==> src/rtl/mem_arb_pkg.sv <==
// Shared constants and types for the memory port arbiter.
package mem_arb_pkg;

  localparam int PORT_FETCH = 0;
  localparam int PORT_DATA  = 1;
  localparam int PORT_LOAD  = 2;

  typedef enum logic {
    LK_UNLOCKED = 1'b0,
    LK_LOCKED   = 1'b1
  } lk_state_t;

  // Index width for n ports; never less than 1 bit.
  function automatic int clog2(input int n);
    int r;
    r = 1;
    while ((1 << r) < n) r++;
    return r;
  endfunction

endpackage

==> src/rtl/mem_port_arbiter_if.sv <==
// Requester, response and memory bus signals of the arbiter.
interface mem_port_arbiter_if #(
  parameter int NREQ   = 3,
  parameter int ADDR_W = 15,
  parameter int DATA_W = 16
);
  logic [NREQ-1:0]             req_valid;
  logic [NREQ-1:0]             req_we;
  logic [NREQ-1:0]             req_lock;
  logic [NREQ-1:0][ADDR_W-1:0] req_addr;
  logic [NREQ-1:0][DATA_W-1:0] req_wdata;
  logic [NREQ-1:0]             req_ready;
  logic [NREQ-1:0]             resp_valid;
  logic [DATA_W-1:0]           resp_rdata;
  logic [ADDR_W-1:0]           mem_addr;
  logic                        mem_we;
  logic                        mem_en;
  logic [DATA_W-1:0]           mem_wdata;
  logic [DATA_W-1:0]           mem_rdata;

  // Arbiter side.
  modport slave (
    input  req_valid, req_we, req_lock, req_addr, req_wdata, mem_rdata,
    output req_ready, resp_valid, resp_rdata, mem_addr, mem_we, mem_en, mem_wdata
  );

  // Requesters plus memory side.
  modport master (
    output req_valid, req_we, req_lock, req_addr, req_wdata, mem_rdata,
    input  req_ready, resp_valid, resp_rdata, mem_addr, mem_we, mem_en, mem_wdata
  );
endinterface

==> src/rtl/mem_arb_pick.sv <==
// Rotating priority encoder: first set request at or above rr_ptr, wrapping.
module mem_arb_pick
  import mem_arb_pkg::*;
#(
  parameter int NREQ  = 3,
  parameter int IDX_W = clog2(NREQ)
) (
  input  logic [NREQ-1:0]  req,
  input  logic [IDX_W-1:0] rr_ptr,
  output logic [NREQ-1:0]  grant,
  output logic [IDX_W-1:0] idx
);

  logic             found;
  int               j;
  logic [IDX_W-1:0] jj;

  always_comb begin
    grant = '0;
    idx   = '0;
    found = 1'b0;
    j     = 0;
    jj    = '0;
    for (int k = 0; k < NREQ; k++) begin
      j = int'(rr_ptr) + k;
      if (j >= NREQ) j = j - NREQ;
      jj = j[IDX_W-1:0];
      if (!found && req[jj]) begin
        found     = 1'b1;
        grant[jj] = 1'b1;
        idx       = jj;
      end
    end
  end

endmodule

==> src/rtl/mem_port_arbiter.sv <==
// Round-robin arbiter with per-port lock sharing one pipelined memory port;
// read responses are routed back through a port-index shift pipeline.
module mem_port_arbiter
  import mem_arb_pkg::*;
#(
  parameter int NREQ    = 3,
  parameter int ADDR_W  = 15,
  parameter int DATA_W  = 16,
  parameter int MEM_LAT = 1
) (
  input  logic               clk,
  input  logic               rst_n,
  mem_port_arbiter_if.slave  bus
);

  localparam int IDX_W = clog2(NREQ);

  lk_state_t        lk_q, lk_d;
  logic [IDX_W-1:0] owner_q, owner_d;
  logic [IDX_W-1:0] rr_q, rr_d;

  logic [NREQ-1:0]  pick_grant;
  logic [IDX_W-1:0] pick_idx;
  logic [IDX_W-1:0] win;
  logic [NREQ-1:0]  ready;
  logic             any;
  logic             locked_hit;

  // Stage 0 lines up with the registered command; stage MEM_LAT with rdata.
  logic [MEM_LAT:0]            vld_pipe;
  logic [MEM_LAT:0][IDX_W-1:0] idx_pipe;

  mem_arb_pick #(.NREQ(NREQ), .IDX_W(IDX_W)) u_pick (
    .req    (bus.req_valid),
    .rr_ptr (rr_q),
    .grant  (pick_grant),
    .idx    (pick_idx)
  );

  always_comb begin
    locked_hit = (lk_q == LK_LOCKED) && bus.req_valid[owner_q];
    any        = |bus.req_valid;
    win        = locked_hit ? owner_q : pick_idx;
    ready      = '0;
    if (locked_hit) ready[owner_q] = 1'b1;
    else            ready = pick_grant;

    lk_d    = lk_q;
    owner_d = owner_q;
    rr_d    = rr_q;
    if (any) begin
      if (bus.req_lock[win]) begin
        lk_d    = LK_LOCKED;
        owner_d = win;
      end else begin
        lk_d = LK_UNLOCKED;
        rr_d = (win == IDX_W'(NREQ - 1)) ? '0 : win + IDX_W'(1);
      end
    end else if (lk_q == LK_LOCKED) begin
      // Owner went idle with nobody else asking: drop the lock.
      lk_d = LK_UNLOCKED;
    end
  end

  assign bus.req_ready  = ready;
  assign bus.resp_rdata = bus.mem_rdata;

  always_comb begin
    bus.resp_valid = '0;
    if (vld_pipe[MEM_LAT]) bus.resp_valid[idx_pipe[MEM_LAT]] = 1'b1;
  end

  always_ff @(posedge clk) begin
    if (!rst_n) begin
      lk_q          <= LK_UNLOCKED;
      owner_q       <= '0;
      rr_q          <= '0;
      bus.mem_en    <= 1'b0;
      bus.mem_we    <= 1'b0;
      bus.mem_addr  <= '0;
      bus.mem_wdata <= '0;
      vld_pipe      <= '0;
      idx_pipe      <= '0;
    end else begin
      lk_q       <= lk_d;
      owner_q    <= owner_d;
      rr_q       <= rr_d;
      bus.mem_en <= any;
      bus.mem_we <= any & bus.req_we[win];
      if (any) begin
        bus.mem_addr  <= bus.req_addr[win];
        bus.mem_wdata <= bus.req_wdata[win];
      end
      vld_pipe <= {vld_pipe[MEM_LAT-1:0], any & ~bus.req_we[win]};
      idx_pipe <= {idx_pipe[MEM_LAT-1:0], win};
    end
  end

endmodule

==> src/flat_wrapper.sv <==
// flat-port wrapper written by rule: the top's interface ports become plain ports
module mem_port_arbiter_flat import mem_arb_pkg::*;
#(
  parameter int NREQ    = 3,
  parameter int ADDR_W  = 15,
  parameter int DATA_W  = 16,
  parameter int MEM_LAT = 1
)
  (clk, rst_n, bus_req_valid, bus_req_we, bus_req_lock, bus_req_addr, bus_req_wdata, bus_mem_rdata, bus_req_ready, bus_resp_valid, bus_resp_rdata, bus_mem_addr, bus_mem_we, bus_mem_en, bus_mem_wdata);
  mem_port_arbiter_if #(.NREQ(NREQ), .ADDR_W(ADDR_W), .DATA_W(DATA_W)) bus_i ();
  input  logic clk;
  input  logic rst_n;
  input wire logic [$bits(bus_i.req_valid)-1:0] bus_req_valid;
  input wire logic [$bits(bus_i.req_we)-1:0] bus_req_we;
  input wire logic [$bits(bus_i.req_lock)-1:0] bus_req_lock;
  input wire logic [$bits(bus_i.req_addr)-1:0] bus_req_addr;
  input wire logic [$bits(bus_i.req_wdata)-1:0] bus_req_wdata;
  input wire logic [$bits(bus_i.mem_rdata)-1:0] bus_mem_rdata;
  output wire logic [$bits(bus_i.req_ready)-1:0] bus_req_ready;
  output wire logic [$bits(bus_i.resp_valid)-1:0] bus_resp_valid;
  output wire logic [$bits(bus_i.resp_rdata)-1:0] bus_resp_rdata;
  output wire logic [$bits(bus_i.mem_addr)-1:0] bus_mem_addr;
  output wire logic [$bits(bus_i.mem_we)-1:0] bus_mem_we;
  output wire logic [$bits(bus_i.mem_en)-1:0] bus_mem_en;
  output wire logic [$bits(bus_i.mem_wdata)-1:0] bus_mem_wdata;
  assign bus_i.req_valid = bus_req_valid;
  assign bus_i.req_we = bus_req_we;
  assign bus_i.req_lock = bus_req_lock;
  assign bus_i.req_addr = bus_req_addr;
  assign bus_i.req_wdata = bus_req_wdata;
  assign bus_i.mem_rdata = bus_mem_rdata;
  assign bus_req_ready = bus_i.req_ready;
  assign bus_resp_valid = bus_i.resp_valid;
  assign bus_resp_rdata = bus_i.resp_rdata;
  assign bus_mem_addr = bus_i.mem_addr;
  assign bus_mem_we = bus_i.mem_we;
  assign bus_mem_en = bus_i.mem_en;
  assign bus_mem_wdata = bus_i.mem_wdata;
  mem_port_arbiter #(.NREQ(NREQ), .ADDR_W(ADDR_W), .DATA_W(DATA_W), .MEM_LAT(MEM_LAT)) u_core (.clk(clk), .rst_n(rst_n), .bus(bus_i));
endmodule
==> config.mk <==
export PLATFORM = sky130hd
export DESIGN_NAME = mem_port_arbiter_flat
export DESIGN_NICKNAME = d
export VERILOG_FILES = /design/src/rtl/mem_arb_pkg.sv /design/src/rtl/mem_port_arbiter_if.sv /design/src/rtl/mem_arb_pick.sv /design/src/rtl/mem_port_arbiter.sv /design/src/flat_wrapper.sv
export SDC_FILE = /design/constraint.sdc
export NUM_CORES = 1
export LEC_CHECK = 0
export CORE_UTILIZATION = 35
export DETAILED_ROUTE_END_ITERATION = 7
export GPL_TIMING_DRIVEN = 1
export PLACE_DENSITY = 0.78
export SLEW_MARGIN = 25
export SYNTH_ARGS = -nofsm -noshare
export SYNTH_HDL_FRONTEND = slang
export SYNTH_HIERARCHICAL = 1
export SYNTH_SLANG_ARGS = --single-unit
==> constraint.sdc <==
create_clock -name clk -period 2.8 [get_ports clk]
set_input_delay 0.28 -clock clk [delete_from_list [all_inputs] [get_ports clk]]
set_output_delay 0.28 -clock clk [all_outputs]
set_load 0.1 [all_outputs]
==> results.md, run 1 <==
- Clock buffer depth: 2
- Post-DP HPWL: slightly below 6000 um
- First-pass DRT Iterations: 8
- Startpoint Class: flip-flop
- R2r setup slk: 0.14 ns
- Area Growth Syn to Fin: 65.39%
- Synth unique cells: 47
- Minimum clock period: 2.663 ns
- DRT Wirelength: between 8000 and 9000 um
- Syn Inst Count: 282
- Outcome: finished, violations left
- WP data arrival: between 2 and 3 ns
- Ys Warns: 6
- Dpl cells: 482
- CP max FO: 7
- Period Utilization, post-route: 95.12%
- Maximum vdd drop: 700.6 uV
- Number of vias per cell: 5.784
- Root buf cell: clkbuf_8
- Layout cells sized above 1: between 10% and 20%
- Clk pwr share: 6.7%
- GRT Util Overall: 23.18%
- NumNets Final: roughly 540
- Switching pwr: 3.424 mW
- Cell internal pwr: 2.573 mW
- Relative slew slack: 69.55%
- CP cell instances: inv_1 -> ha_2 -> mux2i_1 -> o22ai_1 -> a311oi_2 -> a21oi_2 -> o211a_1 -> o2111a_2 -> or4_4 -> a221oi_2
- Logic pwr share: 76.1%
- Initial Util: between 30% and 40%
- Clock Skew: 0.01263 ns
- Max_cap viols: 0
- Chip height: ~85 um
- Hold WC Path Type: reg -> reg
- H-tree Lvls: 2
- Detail Route Antenna Nets: 0
- # setup viols final: 0
- Largest net degree at the start of global routing: 35
- Synth async-reset ratio: 0%
- Antenna cells: 0
- Seq pwr share: about 17%
- Global-route wire length before repair: 13480 um
- Worst-margin pin slew: 0.4553 ns
- R2R Path Start: u_core/rr_q[1]
- WHS Endpoint: u_core/idx_pipe[2]
- Post-route DRC: 9
- Drt wl/cell: approximately 17 um
- Power Dens Cells: 1517 nW/um2
- Largest stage delay, worst path: 0.49 ns
- Crit end category: flip-flop
- TritonCTS clock tree: done
- I/O pin total: 175
- Hold_buf cts: 0
- Die ar.: 7162 um2
- Antenna violations before repair: 0
- CTS clock-pin slew for the worst setup and hold paths: ~0.09 ns
- Number of port buffers: 142
- Mapped Area: 2390 um2
- R2R cell count: 10
- CP max stage cell: or4_4
- Hold Crit Start: u_core/idx_pipe[0]
- RSZ-0062 raised after global routing: false
- EDFF count, synth: 0
- Total negative slack: 0 ns
- RePlAce Congestion: between 0.9 and 1
- Final Hold Vio Count: 0
- Syn_nets: 406
- Syn avg cell area: 8.474 um2
- CTS Buf Count: 5
- FP Rows: 29
- Via count: 2840
- Synth Flop Type: dfxtp_1
- Final non-filler cell total: 491
- Net Sw Frac: between 50% and 60%
- Max-slew violation count: 0
- Fmax: approximately 0.38 GHz
- Sequential area share after synthesis: 36.86%
- Hold depth: 1
- Grt ovf: 0
- Crit path required time: 3.00 ns
- Failing checks: DRC
- Die width: around 85 um
- CP Class: reg -> reg
- FF-to-FF End: u_core/rr_q[1]
- 1st-iter DRT viols: 213
- TritonCTS Sinks: 44
- Synth Register Bits: 44
- Clk_lat worst skew: around 0.29 ns
- P_leak: 1.569 nW
- Number of global-route vias before repair: 2937
- Core area: 6459 um2
## final cells by class
cell class	count	area, um2
fill	583	2506
timing repair buffer	162	1549
multi-input combinational	190	1297
sequential	44	882.1
tap	77	96.34
clock buffer	5	68.82
inverter	10	37.54
clock inverter	3	21.27
## power by group through the flow
stage,Clock (mW),Combinational (mW),Sequential [mW]
after detailed placement,0,4.45,1.03
after global routing,0.438,4.81,1.07
after global placement,0,4.42,1.03
after CTS,0.409,4.47,1.03
after floorplan,0,1.88,2.43
final,0.399,4.56,1.03
## synth_stat cells (2+ instances only)
library cell,number,area share [%]
dfxtp_1,44,37
a21oi_1,40,8.4
o21ai_0,36,7.5
a222oi_1,31,13
clkbuf_1,20,3.1
buf_4,16,5.0
nand2_1,14,2.2
inv_1,10,1.6
nor2_1,9,1.4
nor3_1,5,1.0
and2_1,4,1.0
ha_1,4,2.1
mux2i_1,3,1.3
nor2b_1,3,0.79
o21a_1,3,0.94
a211oi_1,2,0.63
a21boi_0,2,0.63
a21o_1,2,0.63
a31oi_1,2,0.52
nand3_1,2,0.42
o211ai_1,2,0.63
o22ai_1,2,0.52
or2_1,2,0.52
## registers in the layout, indices dropped and copies added (netlist names), 2 cells and up
signal                cells
u_core/owner_q            2
u_core/vld_pipe           2
u_core/rr_q               2
u_core/bus.mem_wdata     16
u_core/idx_pipe           4
u_core/bus.mem_addr      15
## through the flow
stage	utilization, %	power [mW]	hold slack [ns]	setup slack, ns	cell area, um2
final	61.20	5.996	0.4386	0.1365	3953
after global routing	61.20	6.316	0.4613	0.01321	3953
after CTS	60.56	5.908	0.4388	0.004548	3911
after detailed placement	59.16	5.485	0.4177	0.02539	3821
after global placement	59.16	5.443	0.4155	0.1120	3821
after floorplan	-	4.312	0.4119	0.01087	2390
## how the worst max path moves through the flow
stage,start,endpoint,slack (ns),cells past startpoint
final,u_core/rr_q[1],u_core/rr_q[1],0.14,10
after floorplan,u_core/vld_pipe[1],bus_resp_valid[0],0.01,1
after global routing,u_core/rr_q[1],u_core/bus.mem_wdata[12],0.01,12
after detailed placement,u_core/rr_q[0],u_core/rr_q[1],0.03,10
after global placement,bus_req_valid[1],u_core/rr_q[1],0.11,10
after CTS,u_core/rr_q[0],u_core/rr_q[1],0.005,10
## cells by family after synthesis
logic type | after synthesis | synth area share (%)
buffers and inverters | 48 | 10.42
multiplexers | 3 | 1.257
adder cells (fa/ha/maj) | 4 | 2.094
AO/OA/AOI/OAI | 133 | 37.96
AND/OR/NAND/NOR | 50 | 11.41
flip-flops | 44 | 36.86
## routing by layer
layer	GRT usage [%]	routed length [um]	part of all wire, %	vias to the layer above
met2	41.24	4203	51	159
li1	-	-	-	1343
met4	10.32	155	1.9	0
met5	0	0	0	-
met1	25.30	3112	38	1318
met3	7.178	797	9.6	20
## cell usage in the layout (no fill, tap or decap), types with 3 or more instances in the layout
cell type	n
dfxtp_1	43
o21a_1	3
clkbuf_8	5
buf_12	6
clkdlybuf4s50_1	103
inv_1	10
and2_1	4
a21oi_1	39
a222oi_1	31
nor2_1	8
nor2b_1	3
o21ai_0	36
nand2_1	14
mux2i_1	3
buf_4	53
nor3_1	4
## critical path: cells and delay by family, from the launching register on
family / cells / cell delay (ns)
flops: 1 / 0.31
fa+ha+maj: 1 / 0.28
mux: 1 / 0.24
buf+inv: 1 / 0.07
compound gates: 6 / 1.19
simple gates: 1 / 0.49
## repair_timing
action | in CTS | in global routing
endpoints found under the setup margin | 0 | 33
resized for setup | 0 | 8
setup buffers | 0 | 1
(Power assumes the default switching activity.)
==> run 2: changes to the inputs <==
--- a/config.mk
+++ b/config.mk
@@ -9,4 +9,5 @@
 export DETAILED_ROUTE_END_ITERATION = 7
 export GPL_TIMING_DRIVEN = 1
+export HOLD_SLACK_MARGIN = 0.02
 export PLACE_DENSITY = 0.78
 export SLEW_MARGIN = 25
==> constraint.sdc (replaced) <==
create_clock -name clk -period 2.8 [get_ports clk]
set_input_delay 0.56 -clock clk [delete_from_list [all_inputs] [get_ports clk]]
set_output_delay 0.56 -clock clk [all_outputs]
set_load 0.1 [all_outputs]
==> run 2 against run 1 <==
Compared with the run above:
- the run still ends with DRC left
- register-to-register slack improved by 0.03 ns
- clock skew decreased by 0.0027 ns
- routed wire length shrank 2.8%
- sequential share of layout area is 0.67 points lower
- non-clock buffer count grew 8
- maximum frequency is 1.2% lower
- sequential power about the same
- sequential cell count stayed put
- critical endpoint is now bus_req_ready[0]
==> results.md, run 2 (synthesis gave the netlist of run 1 again) <==
- Crit end category: output pin
- Worst-margin pin slew: 0.3773 ns
- Max_cap viols: 0
- Layout cells sized above 1: 23.46%
- First-pass DRT Iterations: 8
- Max-slew violation count: 0
- I/O pin total: 175
- WHS Endpoint: u_core/vld_pipe[1]
- RePlAce Congestion: 0.8656
- 1st-iter DRT viols: 250
- Minimum clock period: roughly 2.7 ns
- Outcome: finished, violations left
- Clock Skew: 0.009949 ns
- FF-to-FF End: u_core/bus.mem_wdata[1]
- Crit path required time: 2.24 ns
- # setup viols final: 0
- Post-DP HPWL: 5844 um
- CP Class: reg -> out
- Drt wl/cell: 16.11 um
- Power Dens Cells: 1514 nW/um2
- CTS Buf Count: 5
- Hold depth: 1
- Number of fill cells: 569
- Failing checks: DRC
- Commonest non-fill, non-tap cell in the layout: clkdlybuf4s50_1
- Die width: 84.63 um
- Period Utilization, post-route: 96.27%
- Regs by FF count: u_core/bus.mem_wdata (16), u_core/bus.mem_addr (15), u_core/idx_pipe (4)
- Dpl cell area: approximately 3900 um2
- Via count: 2802
- Largest net degree at the start of global routing: 35
- Root buf cell: clkbuf_8
- Post-route DRC: 6
- Detail Route Antenna Nets: 0
- Core area: 6459 um2
- Sequential cell area: 883.3 um2
- Die ar.: 7162 um2
- Max reg flops: 16
- Relative slew slack: 74.85%
- Number of port buffers: between 100 and 150
- R2R Path Start: u_core/rr_q[0]
- Hold Crit Start: u_core/vld_pipe[0]
- Maximum vdd drop: 803.7 uV
- Total negative slack: 0 ns
- GRT Util Overall: a little over a fifth
- Antenna violations before repair: 0
- CTS clock-pin slew for the worst setup and hold paths: 0.08 ns
- Startpoint Class: flip-flop
- Number of global-route vias before repair: 2681
- Final Hold Vio Count: 0
- TritonCTS clock tree: done
- Chip height: between 80 and 90 um
- Register with the highest flop count: u_core/bus.mem_wdata
- TritonCTS Sinks: 44
- DRT Wirelength: 8038 um
- CP max FO: 5
- CP startpoint: u_core/rr_q[1]
- Clk_lat worst skew: 0.30 ns
- Antenna cells: 0
- Initial Util: 37.00%
- H-tree Lvls: 2
- P_leak: 1.658 nW
- RSZ-0062 raised after global routing: true
- Area Growth Syn to Fin: 70.73%
- NumNets Final: 545
- Fmax: ~0.37 GHz
- Number of vias per cell: between 5 and 6
- Clock buffer depth: 2
- Hold WC Path Type: reg -> reg
- Global-route wire length before repair: 12620 um
- Hold_buf cts: 0
- Footprint of the multi-input gates: 1346 um2
- Post-route cell area: 4080 um2
- R2R cell count: 12
- Most frequent cells in the layout: clkdlybuf4s50_1, buf_4, dfxtp_1
- R2r setup slk: 0.17 ns
- Grt ovf: 0
- WP data arrival: around 2.1 ns
- FP Rows: 29
-- run 2: per-layer routing --
metal / track usage [%] / routed length, um / vias up
li1: - / - / 1359
met5: 0 / 0 / -
met3: 5.408 / 693 / 14
met2: 37.18 / 3945 / 138
met1: 26.75 / 3305 / 1291
met4: 6.780 / 94 / 0
-- run 2: stage by stage --
| step | total power, mW | setup WS (ns) | utilization, % | cells | hold slack [ns] |
|---|---|---|---|---|---|
| floorplan | 4.314 | 0.2009 | - | 282 | 0.4119 |
| global placement | 5.469 | -0.1585 | 59.78 | 490 | 0.4161 |
| detailed placement | 5.513 | -0.2530 | 59.78 | 490 | 0.4184 |
| CTS | 6.044 | 0.01557 | 61.66 | 498 | 0.4387 |
| global route | 6.489 | -0.02072 | 63.17 | 499 | 0.4619 |
| finish | 6.176 | 0.1044 | 63.17 | 499 | 0.4383 |
-- run 2: timing repair --
action | CTS | global route
endpoints found under the setup margin | 0 | 37
setup buffers | 0 | 1
resized for setup | 0 | 22
-- run 2: layout make-up --
class | count | share of cell area, %
Timing Repair Buffer | 170 | 39.10
Multi-Input combinational cell | 190 | 33.00
Sequential cell | 44 | 21.65
Tap cell | 77 | 2.361
Clock buffer | 6 | 2.024
Clock inverter | 2 | 0.9506
Inverter | 10 | 0.9200
-- run 2: how the worst max path moves through the flow --
stage                              endpoint  slack [ns]
detailed placement  u_core/bus.mem_wdata[1]       -0.25
global placement             u_core/rr_q[1]       -0.16
CTS                        bus_req_ready[2]        0.02
finish                     bus_req_ready[0]        0.10
floorplan                    u_core/rr_q[1]        0.20
global route         u_core/bus.mem_addr[0]       -0.02
-- run 2: power by group --
| group | internal, mW | total, mW | switching (mW) |
|---|---|---|---|
| combinational | 1.56 | 4.62 | 3.06 |
| clock | 0.292 | 0.513 | 0.222 |
| sequential | 0.889 | 1.04 | 0.156 |
-- run 2: critical path, stage by stage (launching register included) --
cell and delay, ns:
dfxtp_2 0.36, inv_2 0.08, ha_4 0.18, mux2i_4 0.25
o22ai_2 0.11, buf_4 0.15, buf_4 0.12, a21oi_1 0.11
o22ai_1 0.10, a21o_1 0.22, buf_12 0.17
==> run 3: changes to the inputs <==
- ABC_AREA: unset -> 1
- CORE_UTILIZATION: 35 -> 37
- PLACE_DENSITY: 0.78 -> 0.77
==> run 3 against run 2 <==
Compared with the run above:
- the run now ends clean
- via count increased by 10%
- synthesized area increased by 15%
- routed wire length increased by 2.5%
- sequential share of layout area decreased by 0.97 points
- die area increased by 8.4%
- hold slack got worse by 0.019 ns
- clock skew decreased by 0.0023 ns
- critical path depth increased by 2
- worst setup slack got worse by 0.046 ns
- critical endpoint is now bus_req_ready[2]
==> results.md, run 3 <==
- Clock buffer depth: 2
- 1st-iter DRT viols: 116
- Die width: 88.10 um
- CP Class: in -> out
- Number of port buffers: 142
- Most frequent cell after synthesis: a21oi_1
- # setup viols final: 0
- Dpl cell area: 4130 um2
- Regs by FF count: u_core/bus.mem_wdata (16), u_core/bus.mem_addr (15), u_core/idx_pipe (4)
- Crit path required time: approximately 2.2 ns
- CTS clock-pin slew for the worst setup and hold paths: 0.09 ns
- Startpoint Class: input port
- RePlAce Congestion: 0.8347
- Antenna violations before repair: 0
- DRT Wirelength: roughly 8200 um
- Max_cap viols: 0
- Number of global-route vias before repair: 2738
- First-pass DRT Iterations: 4
- NumNets Final: 657
- Max reg flops: 16
- TritonCTS clock tree: done
- Global-route wire length before repair: 12610 um
- Final setup margin: roughly 0.058 ns
- Worst-margin pin slew: 0.4057 ns
- Number of fill cells: 672
- GRT Util Overall: 20.95%
- Crit end category: output pin
- Clock Skew: slightly below 0.008 ns
- Cell taking the most area after synthesis: dfxtp_1
- CP cell instances: clkdlybuf4s50_1 -> inv_1 -> nand2_1 -> nand3_1 -> nand2_1 -> nand3_1 -> nand2_1 -> inv_1 -> nand2_1 -> nand2_1 -> o21ai_1 -> buf_12
- Commonest non-fill, non-tap cell in the layout: clkdlybuf4s50_1
- Drt wl/cell: 13.01 um
- Synth Flop Type: dfxtp_1
- Fmax: 0.3647 GHz
- Dpl cells: around 630
- Max-slew violation count: 0
- Grt ovf: 0
- EDFF count, synth: 0
- Period Utilization, post-route: 97.92%
- Clk_lat worst skew: around 0.30 ns
- Mapped Area: approximately 2700 um2
- CP max FO: 5
- Largest stage delay, worst path: 0.58 ns
- Antenna cells: 0
- Minimum clock period: around 2.7 ns
- Layout cells sized above 1: 18.54%
- Chip height: 88.10 um
- CP bufs+invs: 4
- I/O pin total: 175
- Relative slew slack: about 73%
- R2r setup slk: 0.36 ns
- Final Hold Vio Count: 0
- Synth area leaders: dfxtp_1, a21oi_1, inv_1
- Detail Route Antenna Nets: 0
- Largest net degree at the start of global routing: 22
- Syn Inst Count: a little over 400
- Synth Register Bits: 44
- Final non-filler cell total: about 630
- Commonest cells post-synth: a21oi_1, inv_1, dfxtp_1
- Synth async-reset ratio: 0%
- Area Growth Syn to Fin: 55.34%
- Die ar.: 7761 um2
- Outcome: finished, final reports clean
- Root buf cell: clkbuf_8
- Register with the highest flop count: u_core/bus.mem_wdata
- Cell family with most CP delay: buffers and inverters
- H-tree Lvls: 2
- Hold WC Path Type: reg -> reg
- Synth unique cells: 25
- FP Rows: 31
- Syn_nets: approximately 530
- Ys Warns: 6
- Sequential area share after synthesis: 32.12%
- CP max stage cell: clkdlybuf4s50_1
- Post-DP HPWL: around 6200 um
- Place WS: 0.02863 ns
- WP data arrival: 2.18 ns
- Most frequent cells in the layout: clkdlybuf4s50_1, a21oi_1, inv_1
- TritonCTS Sinks: 44
- Post-route DRC: 0
- CP dominant cell by count: nand2_1
- Core area: between 7000 and 8000 um2
- Syn avg cell area: 6.722 um2
- Hold_buf cts: 0
- Via count: between 3000 and 4000
- CTS Buf Count: 5
- Number of vias per cell: between 4 and 5
- Post-route cell area: between 4000 and 5000 um2
- Post-synth top area share: 32.12%
- Initial Util: 38.02%
==> run 3: logic make-up after synthesis <==
| group | share of synthesized area [%] |
|---|---|
| and+or+nand+nor | 21.35 |
| adders and majority gates | 1.825 |
| buffers and inverters | 18.61 |
| DFF | 32.12 |
| AOI/OAI and AO/OA | 26.10 |
==> run 3: per-layer routing <==
metal  GRT usage, %  part of all wire (%)
met1          25.92                    41
met2          35.94                    50
met3          5.561                   8.0
met4          5.718                  0.77
met5              0                     0
==> run 3: worst reg2reg max path, cell delays in order (launching register included) <==
cell     delay [ns]
dfxtp_1        0.39
inv_1          0.11
ha_1           0.27
inv_1          0.10
nand2_1        0.05
inv_1          0.09
nand2_1        0.05
o21ai_1        0.12
nand4_1        0.15
nand2_1        0.12
inv_1          0.07
nand2_4        0.07
nand2_2        0.10
nand2_4        0.20
buf_12         0.17
nor2_1         0.05
a21oi_1        0.14
a21oi_1        0.09
==> run 3: cell type report <==
type	count	area, um2	share of cell area [%]
multi-input combinational	264	1384	32.48
clock inverter	3	46.29	1.087
inverter	64	240.2	5.639
tap	99	123.9	2.907
clock buffer	5	68.82	1.615
sequential	44	880.8	20.68
timing repair buffer	154	1516	35.59
==> run 3: per-stage QoR <==
stage	hold slack [ns]	TNS [ns]	utilization [%]
final	0.4188	0	59.05
after detailed placement	0.3986	0	57.25
after global routing	0.4450	-0.008749	59.05
after global placement	0.3933	0	57.25
after floorplan	0.3905	-0.005329	-
after CTS	0.4201	0	58.88
==> run 3: path summary, 6_finish.rpt <==
path / cells after the start / endpoint / start
setup / recovery: 12 / bus_req_ready[2] / bus_req_valid[0]
hold reg to reg: 2 / u_core/idx_pipe[3] / u_core/idx_pipe[1]
hold / removal: 2 / u_core/idx_pipe[3] / u_core/idx_pipe[1]
setup reg to reg: 17 / u_core/bus.mem_addr[4] / u_core/rr_q[0]
==> run 3: timing repair <==
item | in CTS | in global routing
setup buffers | 0 | 0
endpoints found under the setup margin | 1 | 3
gates resized for setup | 1 | 2
Power of run 3 is not shown: default switching activity piles up to over one toggle a cycle in this logic, so the estimate is an artifact.
